--- src/rtl/key_matrix_scanner.sv ---
// key_matrix_scanner: scans a 4x4 active-low key matrix one column at a time,
// collects a full frame of row samples, debounces whole frames and reports each
// new single-key press as a 4-bit code over a valid/ack handshake.
module key_matrix_scanner #(
    parameter int SCAN_COUNT     = 1000,
    parameter int DEBOUNCE_SCANS = 4
) (
    input  logic       clk,
    input  logic       rst,
    output logic [3:0] colDrive,
    input  logic [3:0] rowSense,
    output logic [3:0] keyCode,
    output logic       keyValid,
    input  logic       keyAck,
    output logic       keyPressed,
    output logic       overrun,
    input  logic       clrOverrun
);

    localparam int              SCW       = $clog2(SCAN_COUNT);
    localparam logic [SCW-1:0]  SCAN_LAST = SCW'(SCAN_COUNT - 1);
    localparam int              DBW       = $clog2(DEBOUNCE_SCANS + 1);
    localparam logic [DBW:0]    DB_TGT    = (DBW + 1)'(DEBOUNCE_SCANS);

    typedef enum logic [1:0] {
        IDLE,
        DB_PRESS,
        PRESSED,
        DB_REL
    } state_t;

    logic [3:0]     row_meta;
    logic [3:0]     row_sync;
    logic [SCW-1:0] scan_cnt;
    logic [1:0]     col;
    logic [15:0]    frame;
    logic           frame_done;
    logic           scan_last;

    logic [4:0]     bit_cnt;
    logic [3:0]     key_idx;
    logic           frame_none;
    logic           frame_single;

    state_t         state;
    state_t         state_next;
    logic [3:0]     cand;
    logic [3:0]     cand_next;
    logic [DBW-1:0] cnt;
    logic [DBW-1:0] cnt_next;
    logic [DBW:0]   cnt_inc;
    logic           report;
    logic           pressed_next;
    logic           ack_eff;

    assign scan_last = (scan_cnt == SCAN_LAST);
    assign cnt_inc   = {1'b0, cnt} + (DBW + 1)'(1);
    assign ack_eff   = keyAck && keyValid;

    // Two-flop synchronizer for the asynchronous row inputs (idle = high).
    always_ff @(posedge clk or posedge rst) begin
        if (rst) begin
            row_meta <= '1;
            row_sync <= '1;
        end else begin
            row_meta <= rowSense;
            row_sync <= row_meta;
        end
    end

    // Column dwell counter, column rotation and frame capture at terminal count.
    always_ff @(posedge clk or posedge rst) begin
        if (rst) begin
            scan_cnt   <= '0;
            col        <= '0;
            frame      <= '0;
            frame_done <= 1'b0;
        end else begin
            frame_done <= scan_last && (col == 2'd3);
            if (scan_last) begin
                scan_cnt                <= '0;
                col                     <= col + 2'd1;
                frame[{col, 2'b00} +: 4] <= ~row_sync;
            end else begin
                scan_cnt <= scan_cnt + SCW'(1);
            end
        end
    end

    // Active-low one-hot column drive decoded from the column index.
    always_comb begin
        colDrive = ~(4'b0001 << col);
    end

    // Classify the captured frame: number of closed keys and index of the last one.
    always_comb begin
        bit_cnt = '0;
        key_idx = '0;
        for (int unsigned i = 0; i < 16; i++) begin
            bit_cnt = bit_cnt + 5'(frame[i]);
            if (frame[i]) begin
                key_idx = 4'(i);
            end
        end
        frame_none   = (bit_cnt == 5'd0);
        frame_single = (bit_cnt == 5'd1);
    end

    // FSM state register together with candidate key, frame counter and held level.
    always_ff @(posedge clk or posedge rst) begin
        if (rst) begin
            state      <= IDLE;
            cand       <= '0;
            cnt        <= '0;
            keyPressed <= 1'b0;
        end else begin
            state      <= state_next;
            cand       <= cand_next;
            cnt        <= cnt_next;
            keyPressed <= pressed_next;
        end
    end

    // Next-state logic, evaluated only on the cycle after a frame completes.
    always_comb begin
        state_next = state;
        cand_next  = cand;
        cnt_next   = cnt;
        if (frame_done) begin
            case (state)
                IDLE: begin
                    if (frame_single) begin
                        cand_next  = key_idx;
                        cnt_next   = DBW'(1);
                        state_next = (DEBOUNCE_SCANS == 1) ? PRESSED : DB_PRESS;
                    end
                end
                DB_PRESS: begin
                    if (frame_single && (key_idx == cand)) begin
                        cnt_next = cnt_inc[DBW-1:0];
                        if (cnt_inc >= DB_TGT) begin
                            state_next = PRESSED;
                        end
                    end else begin
                        state_next = IDLE;
                    end
                end
                PRESSED: begin
                    if (!(frame_single && (key_idx == cand))) begin
                        cnt_next   = DBW'(1);
                        state_next = DB_REL;
                    end
                end
                DB_REL: begin
                    if (frame_none) begin
                        cnt_next = cnt_inc[DBW-1:0];
                        if (cnt_inc >= DB_TGT) begin
                            state_next = IDLE;
                        end
                    end else begin
                        state_next = PRESSED;
                    end
                end
                default: state_next = IDLE;
            endcase
        end
    end

    // FSM outputs: a report fires on the transition into PRESSED from a press phase.
    always_comb begin
        report       = ((state == IDLE) || (state == DB_PRESS)) && (state_next == PRESSED);
        pressed_next = (state_next == PRESSED) || (state_next == DB_REL);
    end

    // Valid/ack handshake with sticky overrun; a same-cycle ack frees the slot for a new report.
    always_ff @(posedge clk or posedge rst) begin
        if (rst) begin
            keyCode  <= '0;
            keyValid <= 1'b0;
            overrun  <= 1'b0;
        end else begin
            if (report) begin
                if (!keyValid || ack_eff) begin
                    keyCode  <= key_idx;
                    keyValid <= 1'b1;
                end
            end else if (ack_eff) begin
                keyValid <= 1'b0;
            end

            if (report && keyValid && !keyAck) begin
                overrun <= 1'b1;
            end else if (clrOverrun) begin
                overrun <= 1'b0;
            end
        end
    end

endmodule

--- config.mk ---
export PLATFORM = sky130hd
export DESIGN_NAME = key_matrix_scanner
export DESIGN_NICKNAME = d
export VERILOG_FILES = /design/src/rtl/key_matrix_scanner.sv
export SDC_FILE = /design/constraint.sdc
export NUM_CORES = 1
export LEC_CHECK = 0
export CAP_MARGIN = 10
export CORE_MARGIN = 2
export CORE_UTILIZATION = 55
export CTS_CLUSTER_DIAMETER = 150
export DETAILED_ROUTE_END_ITERATION = 8
export DONT_BUFFER_PORTS = 1
export PLACE_DENSITY = 0.67
export SETUP_SLACK_MARGIN = 0.3
export SYNTH_ARGS = -nofsm -noshare
export SYNTH_HDL_FRONTEND = slang
export SYNTH_SLANG_ARGS = --single-unit
--- constraint.sdc ---
create_clock -name clk -period 15.1 [get_ports clk]
set_input_delay 0.755 -clock clk [delete_from_list [all_inputs] [get_ports clk]]
set_output_delay 0.755 -clock clk [all_outputs]
set_load 0.03 [all_outputs]
==> impl_metrics.toml, run 1 <==
[sta]
fin_crit_ns = 5.39
worst_pin_slew_ns = 0.862
drv_slew = 0
finalHoldViolCount = 0
skew_ns = 0.0100
setup-violations-final = 0
slew_headroom_pct = 42.3
period_share_pct = 35.7
setup_ws_ns = 9.71
max_freq_mhz = 185
rsz0062_at_grt = "false"
fin_setup_tns_ns = 0

[finish]
drive_gt1_share_pct = 14.5
n_antenna_cell = 0
syn_to_final_growth_pct = 6.45
fin_nets = 326
design_area_um2 = 3180

[clock_network]
cts_tree = "built"
cts_buffer_depth = 2
h-tree-depth = 2
hold_buffers = 0
clk_latency_ns = 0.31
numClockSinks = 53
cts_made_buffers = 5
cts_post_setup_buffers_inserted = 0
path_clk_slew_ns = 0.10
ctsRootBufferMaster = "clkbuf_8"
ctsResizeCount = 0

[worst_setup_path]
endpoint_kind = "flip-flop"
startpoint = "frame[5]"
worstSetupPathType = "flip-flop to flip-flop"
critPathArrivalTime_ns = 5.60
start_kind = "flip-flop"
required_ns = 15.31
cp_common_cell = "fa_1"
r2r-start = "frame[5]"
endpoint = "cnt[0]"
reg2reg_depth = 16
r2r-end = "cnt[0]"
path_max_fanout = 5
cp_slowest_cell = "fa_1"
slowest_delay_ns = 0.54
r2r_slack_ns = 9.71
crit_chain = "inv_1, fa_1, inv_1, fa_1, fa_1, inv_1, fa_1, inv_1, ha_1, fa_1, or3_1, nor4_1, mux2_2, a21oi_1, or4b_1, o211a_1"

[status]
outcome = "complete, no violations"

[yosys]
synth_ff_type = "dfrtp_1"
synthArstFlopShare_pct = 100
ys_seq_elements = 53
yosysWarnings = 0
synth_area_um2 = 2990
synth.net_count = 321
synth_edf_count = 0
synth_cells = 291
yosysSeqAreaShare_pct = 44.7
synth_cell_type_count = 53
avgSynthCellArea_um2 = 10.3

[route]
drc_errors = 0
dr.pass1.iters = 4
wl_met1_mm = 2.70
vias_per_cell = 5.55
drt.antenna.violating_nets = 0
wl_mm = 5.32
vias = 2036
dr.first_iter.drc_count = 71
dr_wl_met2_mm = 2.42
top_layer = "met4"
wl_met3_um = 110
wl_per_cell_um = 14.5

[hold_path]
worstHoldStart = "row_meta[2]"
holdCritPathClass = "flip-flop to flip-flop"

[power_and_ir_drop]
power.density_nw_per_um2 = 76.6
power_w = 0.000244
peakVddDrop_mv = 0.0496
leakagePower_nw = 1.44

[floorplan]
fp.dieW_um = 77.7
ioPinCount = 19
core_area_um2 = 5170
dieArea_um2 = 6040
rows = 26
start_util_pct = 57.8
die_y_um = 77.7

[place]
io_buffers = 0
hpwl_mm = 3.99
pre_cts_slack_ns = 9.72
gp_congestion = 0.831
placed_area_um2 = 3070

[grt]
grt_first_pass_wirelength_mm = 9.77
antenna_found_initial = 0
grt.overflow.total = 0
grt_pass1_vias = 2079
gr-usage-all-layers_pct = 20.4
grt_start_max_net_pins = 54

[run]
drv_cap = 0
## how the worst min path moves through the flow
stage                       end  slack, ns  depth (start not counted)
finish              row_sync[2]       0.36                          0
global placement    row_sync[1]       0.35                          0
floorplan           row_sync[0]       0.35                          0
detailed placement  row_sync[2]       0.35                          0
CTS                 row_sync[2]       0.36                          0
global route        row_sync[2]       0.37                          0
## state kept, by name (all words and copies together) (netlist names), 2 cells and up
| signal | count |
|---|---|
| frame | 16 |
| state | 2 |
| row_sync | 4 |
| cnt | 3 |
| row_meta | 4 |
| col | 2 |
| cand | 4 |
| scan_cnt | 10 |
| keyCode | 4 |
## routing by layer
layer | global-route usage (%) | up-vias
met5 | 0 | -
met3 | 3.26 | 8
met4 | 6.43 | 0
li1 | - | 1027
met2 | 32.1 | 20
met1 | 29.1 | 981
## final cells by class
cell class	count	area, um^2
inverters	39	146
multi-input cells	196	1490
well taps	70	87.6
fillers	441	1990
repair buffers	1	7.51
clock buffers	5	68.8
clock inverters	3	46.3
flip-flops and latches	53	1340
## cells by family after synthesis
kind of cell / share of synthesized area (%)
muxes: 3.69
and+or+nand+nor: 18.5
AOI/OAI and AO/OA: 13.8
xor gates and xnor gates: 2.05
buffers and inverters: 5.49
adders and majority gates: 11.7
DFF: 44.7
## worst max-delay path, delay by kind of cell (launching register included)
family	cells	cell delay, ns
adder cells (fa/ha/maj)	6	2.60
flip-flops	1	0.42
AO/OA/AOI/OAI	2	0.36
multiplexers	1	0.39
buffers and inverters	4	0.24
AND/OR/NAND/NOR	3	1.30
## where the power goes
group	switching (W)	leakage, nW	internal, W
Combinational	0.00000262	0.688	0.000000259
Sequential	0.00000102	0.693	0.000144
Clock	0.0000462	0.0543	0.0000496
Total	0.0000499	1.44	0.000194
## layout by cell type (no fill, tap or decap), drive strengths merged, types with 2 or more instances in the layout
cell / netlist / final
mux2: 8 / 8
or2: 2 / 2
nand2b: 2 / 2
nor4: 6 / 6
a21o: 2 / 2
o211ai: 2 / 2
o41ai: 2 / 2
dfstp: 8 / 8
o21bai: 2 / 2
nand2: 30 / 30
nor3b: 2 / 2
nor3: 3 / 3
xor2: 4 / 4
or4b: 2 / 2
nand3: 12 / 12
ha: 12 / 12
o21ai: 15 / 15
nand4: 3 / 3
and2: 3 / 3
dfrtp: 45 / 45
xnor2: 3 / 3
or3: 5 / 5
nor2b: 3 / 3
nor2: 20 / 20
mux2i: 2 / 2
and2b: 2 / 2
o31ai: 17 / 17
inv: 39 / 39
or4: 2 / 2
fa: 10 / 10
a21oi: 7 / 7
clkbuf: 2 / 5
nor4b: 2 / 2
## metrics by stage
stage	utilization [%]	instances	hold WS (ns)
finish	61.5	367	0.360
CTS	61.5	367	0.361
global route	61.5	367	0.371
floorplan	-	291	0.345
detailed placement	59.3	359	0.347
global placement	59.3	359	0.345
## cells in the mapped netlist (all sizes together), types with 3 or more instances
library cell | n | area share [%]
fa | 10 | 6.7
nor3 | 3 | 0.50
o21ai | 15 | 2.6
xnor2 | 3 | 0.88
or3 | 5 | 1.0
o31ai | 17 | 4.4
a21oi | 7 | 1.2
and2 | 3 | 0.67
xor2 | 4 | 1.2
nor2b | 3 | 0.63
nor2 | 20 | 2.5
dfstp | 8 | 7.0
dfrtp | 45 | 38
nand2 | 30 | 3.8
ha | 12 | 5.0
mux2 | 8 | 3.0
nor4 | 6 | 2.5
nand3 | 12 | 2.2
inv | 39 | 4.9
nand4 | 3 | 0.63
(Power assumes the default switching activity.)
==> inputs of run 2 (changes only) <==
--- a/config.mk
+++ b/config.mk
@@ -5,6 +5,7 @@
 export SDC_FILE = /design/constraint.sdc
 export NUM_CORES = 1
 export LEC_CHECK = 0
+export ABC_AREA = 1
 export CAP_MARGIN = 10
 export CORE_MARGIN = 2
 export CORE_UTILIZATION = 55
==> constraint.sdc (replaced) <==
create_clock -name clk -period 5.1 [get_ports clk]
set_input_delay 0.255 -clock clk [delete_from_list [all_inputs] [get_ports clk]]
set_output_delay 0.255 -clock clk [all_outputs]
set_load 0.03 [all_outputs]
==> impl_metrics.toml, run 2 <==
[yosys]
yosys.area_share.simple_pct = 25.7
synth_ff_type = "dfrtp_1"
synth_compound_area_share_pct = 7.90
synth_cell_type_count = 39
synthArstFlopShare_pct = 100
synth.net_count = 383
synth_edf_count = 0
ys_seq_elements = 53
synthMuxAreaShare_pct = 0.374
synthAdderAreaFrac_pct = 11.6
synth_area_leaders = "dfrtp_1, nand2_1, inv_1, dfstp_2, fa_1"
synth_top_family_by_area = "simple AND/OR/NAND/NOR gates"
synth-xor-area-share_pct = 1.46
synth_most_common_cell = "nand2_1"
synth_top_area_cell = "dfrtp_1"
synth_cells = 353
yosysSeqAreaShare_pct = 44.4
yosys.area.top_type_share_pct = 37.4
avgSynthCellArea_um2 = 8.52
synth.top_cells.by_count = "nand2_1, inv_1, dfrtp_1, nor2_1, o21ai_0"
yosysWarnings = 0
synth_area_um2 = 3010

[sta]
period_share_pct = 90.1
whs_ns = 0.0976
finalHoldViolCount = 0
skew_ns = 0.00850
rsz0062_at_grt = "true"
worst_pin_slew_ns = 0.590
fin_crit_ns = 4.59
setup-violations-final = 0
drv_slew = 0
setup_ws_ns = 0.506
fin_setup_tns_ns = 0
max_freq_mhz = 218
slew_headroom_pct = 60.3

[clock_network]
cts_made_buffers = 5
cts_tree = "built"
h-tree-depth = 2
ctsRootBufferMaster = "clkbuf_8"
cts_buffer_depth = 2
clk_latency_ns = 0.31
path_clk_slew_ns = 0.10
numClockSinks = 53

[grt]
grt_first_pass_wirelength_mm = 9.58
grt_start_max_net_pins = 54
gr-usage-all-layers_pct = 20.0
antenna_found_initial = 0
grt.overflow.total = 0
grt_pass1_vias = 2124

[finish]
syn_to_final_growth_pct = 10.9
num-fill-cells = 470
n_antenna_cell = 0
design_area_um2 = 3340
largest_reg_flops = 16
fin_nets = 400
final_common_cell = "nand2_1"
drive_gt1_share_pct = 14.8
top_register = "frame"
final_util_pct = 64.1
final_cell_mix = "nand2_1, inv_1, dfrtp_1"
register_area_um2 = 1340
reg_top3 = "frame x16, scan_cnt x10"
multi_input_area_um2 = 1460

[floorplan]
fp.dieW_um = 78.0
ioPinCount = 19
die_y_um = 78.0
core_area_um2 = 5200
start_util_pct = 57.8
dieArea_um2 = 6080
rows = 26

[worst_setup_path]
reg2reg_depth = 18
required_ns = 5.35
r2r-end = "keyCode[2]"
r2r-start = "frame[13]"
r2r_slack_ns = 0.51
path_max_fanout = 7
critPathArrivalTime_ns = 4.85
start_kind = "flip-flop"
worstSetupPathType = "flip-flop to flip-flop"
endpoint_kind = "flip-flop"

[route]
wl_per_cell_um = 12.7
drt.antenna.violating_nets = 0
top_layer = "met4"
wl_met3_um = 130
vias_per_cell = 5.07
wl_mm = 5.62
dr.first_iter.drc_count = 112
dr_wl_met2_mm = 2.76
vias = 2234
dr.pass1.iters = 4
wl_met1_mm = 2.67
drc_errors = 0

[hold_path]
worstHoldStart = "clrOverrun"
whs_endpoint = "overrun"
hold_depth = 3
holdCritPathClass = "input pin to flip-flop"

[power_and_ir_drop]
p_sw_share_pct = 22.2
p_int_w = 0.000528
pwr-share-seq_pct = 62.9
peakVddDrop_mv = 0.149
power.density_nw_per_um2 = 204
p_comb_share_pct = 2.2
leakagePower_nw = 1.65
p_switching_w = 0.000151
power.share.clock_pct = 35.0

[place]
gp_congestion = 0.855
io_buffers = 0
pre_cts_slack_ns = 0.459
placed_area_um2 = 3090
hpwl_mm = 4.07

[status]
outcome = "complete, no violations"

[run]
drv_cap = 0
run 2: cell count changes after synthesis, sizes merged, moves of 8 or more:
cell / delta
nand2: +63
inv: +26
o31ai: -17
o21ai: +11
nand3: +9
nor2: +8
run 2: kinds of logic (layout without fill, tap and decap cells):
family,Yosys count,after routing
buffers and inverters,68,86
and+or+nand+nor,164,164
AOI/OAI and AO/OA,40,40
adders and majority gates,22,22
muxes,1,1
xor gates and xnor gates,5,5
DFF,53,53
run 2: layout make-up:
| cell class | instances | area share (%) |
|---|---|---|
| repair buffers | 12 | 3.45 |
| well taps | 70 | 2.62 |
| flip-flops and latches | 53 | 40.1 |
| clock inverters | 3 | 0.637 |
| clock buffers | 5 | 2.06 |
| multi-input cells | 232 | 43.7 |
| inverters | 66 | 7.42 |
run 2: power by group through the flow:
stage	combinational, W	clock [W]	sequential (W)
5_1_grt	0.0000173	0.000268	0.000427
4_1_cts	0.0000127	0.000245	0.000427
3_5_place_dp	0.0000103	0	0.000435
2_1_floorplan	0.00000753	0	0.000435
3_3_place_gp	0.0000102	0	0.000435
6_report	0.0000147	0.000238	0.000427
run 2: timing repair:
action / 4_1_cts / 5_1_grt
endpoints found under the setup margin: 0 / 13
hold buffers: 4 / 1
hold endpoints to repair: 4 / 7
setup buffers: 0 / 6
gates resized for setup: 0 / 10
run 2: worst max-delay path by stage:
stage,from,endpoint,slack [ns]
2_1_floorplan,frame[11],overrun,0.75
3_3_place_gp,frame[11],keyCode[2],0.59
3_5_place_dp,frame[11],keyCode[3],0.46
4_1_cts,frame[11],keyCode[1],0.46
5_1_grt,frame[5],keyCode[2],0.26
6_report,frame[13],keyCode[2],0.51
run 2: routing by layer:
layer | vias to the layer above | global-route usage (%)
li1 | 1143 | -
met5 | - | 0
met1 | 1051 | 27.5
met4 | 0 | 5.96
met3 | 6 | 3.72
met2 | 34 | 32.4
run 2: worst max-delay path: stages (launching register included):
cell      delay (ns)
dfrtp_2         0.45
fa_1            0.56
inv_2           0.04
fa_1            0.48
inv_1           0.05
fa_1            0.47
inv_1           0.05
fa_1            0.42
inv_1           0.07
ha_2            0.18
fa_2            0.42
nand3b_1        0.21
nor2_2          0.19
nand4_4         0.13
nor3_4          0.24
nand3_4         0.14
a21oi_4         0.24
nand4_1         0.13
nand2_1         0.09
run 2: stage by stage:
step | std cells | power [W]
after floorplan | 353 | 0.000442
after global placement | 421 | 0.000445
after detailed placement | 421 | 0.000445
after CTS | 433 | 0.000685
after global routing | 441 | 0.000712
final | 441 | 0.000679
==> inputs of run 3 (changes only) <==
==> constraint.sdc (replaced) <==
create_clock -name clk -period 4.4 [get_ports clk]
set_input_delay 0.22 -clock clk [delete_from_list [all_inputs] [get_ports clk]]
set_output_delay 0.22 -clock clk [all_outputs]
set_load 0.03 [all_outputs]
==> impl_metrics.toml, run 3 (synthesis gave the netlist of run 2 again) <==
[clock_network]
clk_latency_ns = 0.31
numClockSinks = 53
path_clk_slew_ns = 0.09
cts_tree = "built"
cts_buffer_depth = 2
h-tree-depth = 2
ctsRootBufferMaster = "clkbuf_8"
cts_made_buffers = 5

[sta]
rsz0062_at_grt = "true"
slew_headroom_pct = 62.2
worst_pin_slew_ns = 0.562
setup_ws_ns = -0.108
drv_slew = 0
period_share_pct = 102
max_freq_mhz = 222
finalHoldViolCount = 0
skew_ns = 0.00800
setup-violations-final = 13
fin_setup_tns_ns = -0.864
fin_crit_ns = 4.51

[route]
vias_per_cell = 4.93
drc_errors = 0
vias = 2205
dr.first_iter.drc_count = 95
wl_per_cell_um = 12.3
wl_mm = 5.49
drt.antenna.violating_nets = 0
dr.pass1.iters = 4

[status]
outcome = "finished with violations"
violations = "negative setup slack"

[power_and_ir_drop]
leakagePower_nw = 1.69
power_w = 0.000844
power.density_nw_per_um2 = 248
peakVddDrop_mv = 0.162

[finish]
final_common_cell = "nand2_1"
largest_reg_flops = 16
top_register = "frame"
fin_cells = 447
final_cell_mix = "nand2_1, inv_1, dfrtp_1"
n_antenna_cell = 0
fin_nets = 406
reg_top3 = "frame x16, scan_cnt x10"
syn_to_final_growth_pct = 13.3
final_util_pct = 65.5
drive_gt1_share_pct = 15.6

[floorplan]
core_area_um2 = 5200
fp.dieW_um = 78.0
dieArea_um2 = 6080
ioPinCount = 19
rows = 26
start_util_pct = 57.8
die_y_um = 78.0

[worst_setup_path]
start_kind = "flip-flop"
required_ns = 4.64
slowest_delay_ns = 0.55
worstSetupPathType = "flip-flop to flip-flop"
r2r-start = "frame[15]"
startpoint = "frame[15]"
cp_slowest_cell = "fa_1"
critPathArrivalTime_ns = 4.75
path_max_fanout = 7
crit_chain = "fa_1, inv_1, fa_1, inv_1, fa_1, inv_1, fa_1, inv_1, ha_2, fa_2, nand3b_1, nor2_2, nand4_2, nor3_4, nand3_4, a21oi_4, nand2_2, o21ai_2"
endpoint_kind = "flip-flop"

[grt]
grt.overflow.total = 0
gr-usage-all-layers_pct = 19.9
grt_start_max_net_pins = 54
grt_first_pass_wirelength_mm = 9.50
grt_pass1_vias = 2182
antenna_found_initial = 0

[hold_path]
holdCritPathClass = "input pin to flip-flop"
worstHoldStart = "clrOverrun"

[run]
drv_cap = 0

[place]
dp.cells = 432
io_buffers = 0
gp_congestion = 0.845
hpwl_mm = 4.14
==> run 3: cell types whose count changed in the layout (fill, tap and decap cells not counted), sizes merged <==
cell,previous run,this run
buf,7,13
clkbuf,5,6
inv,66,65
bufinv,0,1
clkinvlp,1,0
==> run 3: final timing paths <==
check	end	slack [ns]	cells past startpoint
min reg2reg	row_sync[0]	0.36	0
min	overrun	0.07	3
max reg2reg	overrun	-0.11	18
min in group asynchronous	cnt[1]	0.38	2
max	overrun	-0.11	18
max in group asynchronous	row_meta[3]	3.42	3
==> run 3: metal layers <==
layer	global-route usage, %	vias up	wire length, um
met5	0	-	0
met1	25.8	1030	2630
li1	-	1148	-
met3	3.72	7	123
met4	7.02	0	73
met2	33.6	20	2660
==> run 3: layout make-up <==
class	instances	area (um^2)
repair buffers	18	164
clock buffers	6	72.6
flip-flops and latches	53	1340
clock inverters	2	38.8
well taps	70	87.6
inverters	66	248
multi-input cells	232	1460
fillers	436	1800
==> run 3: timing repair <==
action | in CTS | in global routing
gates resized for setup | 5 | 4
setup endpoints to repair | 16 | 16
buffers inserted | 1 | 0
hold endpoints to repair | 4 | 20
hold buffers | 4 | 1
pin swaps | 7 | 2
==> run 3: report_power, final <==
group          internal, W  total [W]  switching [W]
Combinational   0.00000570  0.0000172      0.0000115
Clock             0.000171   0.000332       0.000161
Sequential        0.000493   0.000495     0.00000151
Total             0.000670   0.000844       0.000174
==> run 3: per-stage QoR <==
step                      hold WS [ns]  cell area [um^2]  setup slack (ns)
after global routing            0.0661              3410            -0.337
after detailed placement         0.225              3180            -0.168
after global placement           0.225              3180           -0.0175
final                           0.0667              3410            -0.108
after CTS                       0.0592              3370            -0.141
after floorplan                  0.224              3020            0.0836
==> run 3: worst max-delay path, delay by kind of cell, from the launching register on <==
kind,cells,cell delay [ns]
buffers and inverters,4,0.22
and+or+nand+nor,6,0.92
DFF,1,0.41
AOI/OAI and AO/OA,2,0.35
adders and majority gates,6,2.54
